**config.mk**
```make
export PLATFORM = sky130hd
export DESIGN_NAME = dport_arb
export DESIGN_NICKNAME = d
export VERILOG_FILES = /design/src/rtl/risc5_mem_pkg.sv /design/src/rtl/dport_pick.sv /design/src/rtl/dport_arb.sv
export SDC_FILE = /design/constraint.sdc
export NUM_CORES = 1
export LEC_CHECK = 0
export BUFFER_PORTS_ARGS = -buffer_cell sky130_fd_sc_hd__buf_2
export CELL_PAD_IN_SITES_DETAIL_PLACEMENT = 0
export CELL_PAD_IN_SITES_GLOBAL_PLACEMENT = 1
export CORE_MARGIN = 3
export CORE_UTILIZATION = 26
export CTS_CLUSTER_DIAMETER = 100
export DETAILED_ROUTE_END_ITERATION = 8
export HOLD_SLACK_MARGIN = 0.02
export PLACE_DENSITY_LB_ADDON = 0.05
export SKIP_CTS_REPAIR_TIMING = 1
export SYNTH_ARGS = -nofsm -noshare
export SYNTH_HDL_FRONTEND = slang
export SYNTH_HIERARCHICAL = 1
export SYNTH_SLANG_ARGS = --single-unit
export TNS_END_PERCENT = 100
```
**constraint.sdc**
```tcl
create_clock -name clk -period 1.79 [get_ports clk]
set_clock_uncertainty 0.05 [all_clocks]
set_input_delay 0.2685 -clock clk [delete_from_list [all_inputs] [get_ports clk]]
set_output_delay 0.2685 -clock clk [all_outputs]
set_load 0.1 [all_outputs]
```
**src/rtl/risc5_mem_pkg.sv**
```systemverilog
// risc5_mem_pkg: shared encodings and widths for the memory-side arbiters
package risc5_mem_pkg;
    localparam int AW = 22;
    localparam int DW = 32;
    localparam logic REQ_CPU = 1'b0;
    localparam logic REQ_VID = 1'b1;
    typedef enum logic [1:0] {
        IDLE     = 2'd0,
        BUSY_CPU = 2'd1,
        BUSY_VID = 2'd2
    } state_t;
endpackage

```
**src/rtl/dport_pick.sv**
```systemverilog
// dport_pick: combinational winner selection; pri decides a tie
module dport_pick
    import risc5_mem_pkg::*;
(
    input  logic cpu_stb,
    input  logic vid_stb,
    input  logic pri,
    output logic win
);
    assign win = (cpu_stb && vid_stb) ? pri : (vid_stb ? REQ_VID : REQ_CPU);
endmodule

```
**src/rtl/dport_arb.sv**
```systemverilog
// dport_arb: shares the ramctrl data port between CPU and video, one transaction in flight
// DPORT_ARB_RR_EN selects round-robin tie-break; otherwise HI_PRIO wins ties
module dport_arb
    import risc5_mem_pkg::*;
#(
    parameter bit HI_PRIO = 1'b1
) (
    input  logic          clk,
    input  logic          rst,
    input  logic          cpu_stb,
    input  logic          cpu_we,
    input  logic [AW-1:0] cpu_addr,
    input  logic [DW-1:0] cpu_din,
    output logic [DW-1:0] cpu_dout,
    output logic          cpu_ack,
    input  logic          vid_stb,
    input  logic [AW-1:0] vid_addr,
    output logic [DW-1:0] vid_dout,
    output logic          vid_ack,
    output logic          mem_stb,
    output logic          mem_we,
    output logic [AW-1:0] mem_addr,
    output logic [DW-1:0] mem_din,
    input  logic [DW-1:0] mem_dout,
    input  logic          mem_ack
);
    state_t state;
    logic   win, pri;

`ifdef DPORT_ARB_RR_EN
    logic last;
    assign pri = ~last;
    always_ff @(posedge clk or posedge rst)
        if (rst) last <= REQ_VID;
        else if (state == IDLE && (cpu_stb || vid_stb)) last <= win;
`else
    assign pri = HI_PRIO;
`endif

    dport_pick u_pick (.cpu_stb(cpu_stb), .vid_stb(vid_stb), .pri(pri), .win(win));

    always_ff @(posedge clk or posedge rst) begin
        if (rst) begin
            state    <= IDLE;
            mem_stb  <= 1'b0;
            mem_we   <= 1'b0;
            mem_addr <= '0;
            mem_din  <= '0;
        end else if (state == IDLE) begin
            if (cpu_stb || vid_stb) begin
                state    <= win ? BUSY_VID : BUSY_CPU;
                mem_stb  <= 1'b1;
                mem_we   <= ~win & cpu_we;
                mem_addr <= win ? vid_addr : cpu_addr;
                mem_din  <= win ? '0 : cpu_din;
            end
        end else if (mem_ack) begin
            state   <= IDLE;
            mem_stb <= 1'b0;
        end
    end

    // acks are combinational so completion adds no latency over ramctrl
    assign cpu_ack  = mem_ack && state == BUSY_CPU;
    assign vid_ack  = mem_ack && state == BUSY_VID;
    assign cpu_dout = mem_dout;
    assign vid_dout = mem_dout;
endmodule

```
==> results.md <==
- Outcome: completed
- Hold WC Path Type: in2reg
- TritonRoute pass-1 iters: 4
- Antenna diodes: 0
- CTS Root Cell: clkbuf_16
- F_max: 577 MHz
- Post-synthesis sequential area ratio: about 46%
- Dpl hpwl: between 5000 and 6000 um
- Inserted Clock Buffers: 9
- Max-cap violation count: 0
- Hold EP: mem_din[9]
- Wirelength, routed: approximately 8000 um
- Total congestion overflow: 0
- Yosys top cell by area: dfrtp_1
- Initial antenna violation count: 1
- Hold depth: 3
- Sinks on Clock Net: 58
- Vias in the first global route: 2180
- Rows: 39
- Setup CP Type: reg2out
- Required time worst endpoint: between 1000 and 1500 ps
- Clock tree from TritonCTS: built
- Rel. slew slack: about two thirds
- Post-Syn Instances: roughly 260
- Vias per cell: about 4.2
- Die height: 117 um
- Hold Vio Cnt, Final: 0
- Final setup viols: 0
- Min-delay src: cpu_din[9]
- Area growth from synthesis to layout: 24.4%
- Period minus WS final: around 1700 ps
- Core area: ~12000 um^2
- Mapped Area: roughly 3200 um^2
- Reg2reg end: mem_addr[6]
- Synth warn: 6
- Critical path startpoint category: flip-flop
- Global-route wire length before repair: about 12000 um
- Worst-case reg-to-reg path depth: 3
- Skew-Pair Late Insertion Delay: about 320 ps
- Crit-path max FO: 5
- Distinct cells, synth: 18
- Share of cells above drive strength 1: between 60% and 70%
- DR WL/cell: 16.3 um
- DRC errors left: 0
- Die area: approximately 14000 um^2
- Routed Antenna Nets: 0
- Synth top area cells: dfrtp_1 (46%), mux2_2 (21%), buf_4 (16%)
- Via count: ~2100
- Setup TNS Final: 0 ps
- Worst Tran Pin Value: around 510 ps
- Reg2reg start: state[1]
- CP arrival: around 1400 ps
- Die X: between 100 and 150 um
- Setup slack, reg-to-reg: ~250 ps
- Gp weighted congestion: 0.664
- Largest net degree at the start of global routing: 36
- Port Buffers: approximately 140
- Mapped Nets: between 300 and 400
- Syn_area_per_cell: approximately 12 um^2
- DR iter-0 viols: 43
- Io pins: about 240
- Setup crit end kind: primary output
- H-tree level count: 3
- CTS max path bufs: 2
- Synth top area share: 45.6%
- Max-slew violations: 0
- Nets: roughly 460
- Initial Util: a little over a quarter
- Overall routing resource usage: between 10% and 20%
- Tcrit/Tclk final: between 90% and 100%
- CTS clk-pin slew, worst paths: roughly 60 ps
- Yosys reg bits: 58
[logic make-up after synthesis]
kind of cell	after synthesis	synth area share, %
AO/OA/AOI/OAI	5	1.18
buffers and inverters	80	18.2
flip-flops	58	45.6
multiplexers	77	27.3
other	1	0.118
AND/OR/NAND/NOR	38	7.59
[registers in the layout, indices dropped and copies added, names as in the netlist]
signal,count
mem_addr,22
mem_din,32
mem_stb,1
mem_we,1
state,2
[layout make-up]
cell class	instances	area, um^2
Clock buffer	9	225
Multi-Input combinational cell	121	1170
Inverter	4	15.0
Clock inverter	7	93.8
Tap cell	143	179
Sequential cell	58	1450
Timing Repair Buffer	149	826
Fill cell	1219	7750
[metal layers]
| metal | GRT usage, % | wire, um | part of all wire, % |
|---|---|---|---|
| met3 | 5.96 | 895 | 11 |
| met2 | 20.3 | 4130 | 52 |
| met4 | 4.36 | 180 | 2.3 |
| met5 | 0 | 13 | 0.16 |
| met1 | 11.2 | 2780 | 35 |
[critical path, stage by stage, from the launching register on]
cell and delay, ps:
dfrtp_1 470, nand2_1 100, nor2_2 80, buf_2 440
[through the flow]
| step | worst slack [ps] | hold slack (ps) | area [um^2] | utilization (%) | instances |
|---|---|---|---|---|---|
| finish | 58.3 | 222 | 3960 | 33.8 | 491 |
| global route | -16.5 | 240 | 3960 | 33.8 | 491 |
| CTS | 25.6 | -123 | 3950 | 33.7 | 490 |
| detailed placement | 175 | 232 | 3630 | 31.0 | 474 |
| global placement | 201 | 230 | 3630 | 31.0 | 474 |
| floorplan | -202 | 405 | 3190 | - | 259 |
[cell usage in the layout (no fill, tap or decap)]
cell type and n:
mux2_2 60, nor2b_1 33, nor3b_2 1, conb_1 1, clkbuf_4 1, clkinv_4 1, buf_4 5, buf_2 138
nor3_4 1, inv_1 3, inv_2 1, nor2_1 1, dfrtp_1 58, a21o_1 1, bufinv_16 2, dlygate4sd3_1 1
clkbuf_16 9, mux2_1 17, a22o_1 2, nor2_2 1, clkinvlp_4 2, clkinv_2 2, o21ai_0 1, a21boi_4 1
nand2_1 1, buf_12 4
[synth_stat cells, drive strengths merged]
library cell and n:
a22o 2, a21boi 1, nand2 1, a21o 1
buf 75, nor3b 1, nor2b 33, mux2 77
nor3 1, conb 1, o21ai 1, inv 4
nor2 2, dfrtp 58, clkbuf 1
[worst max path at each step]
stage | from | end | slack [ps] | depth (start not counted)
final | state[0] | cpu_ack | 60 | 3
after detailed placement | vid_stb | mem_addr[8] | 180 | 5
after global routing | state[0] | cpu_ack | -20 | 3
after floorplan | state[0] | vid_ack | -200 | 1
after CTS | state[0] | vid_ack | 30 | 2
after global placement | vid_stb | mem_addr[7] | 200 | 5
Power is left out: the tool's default activity adds up to more than one toggle a clock period on the data nets, which glitch-free logic cannot reach.
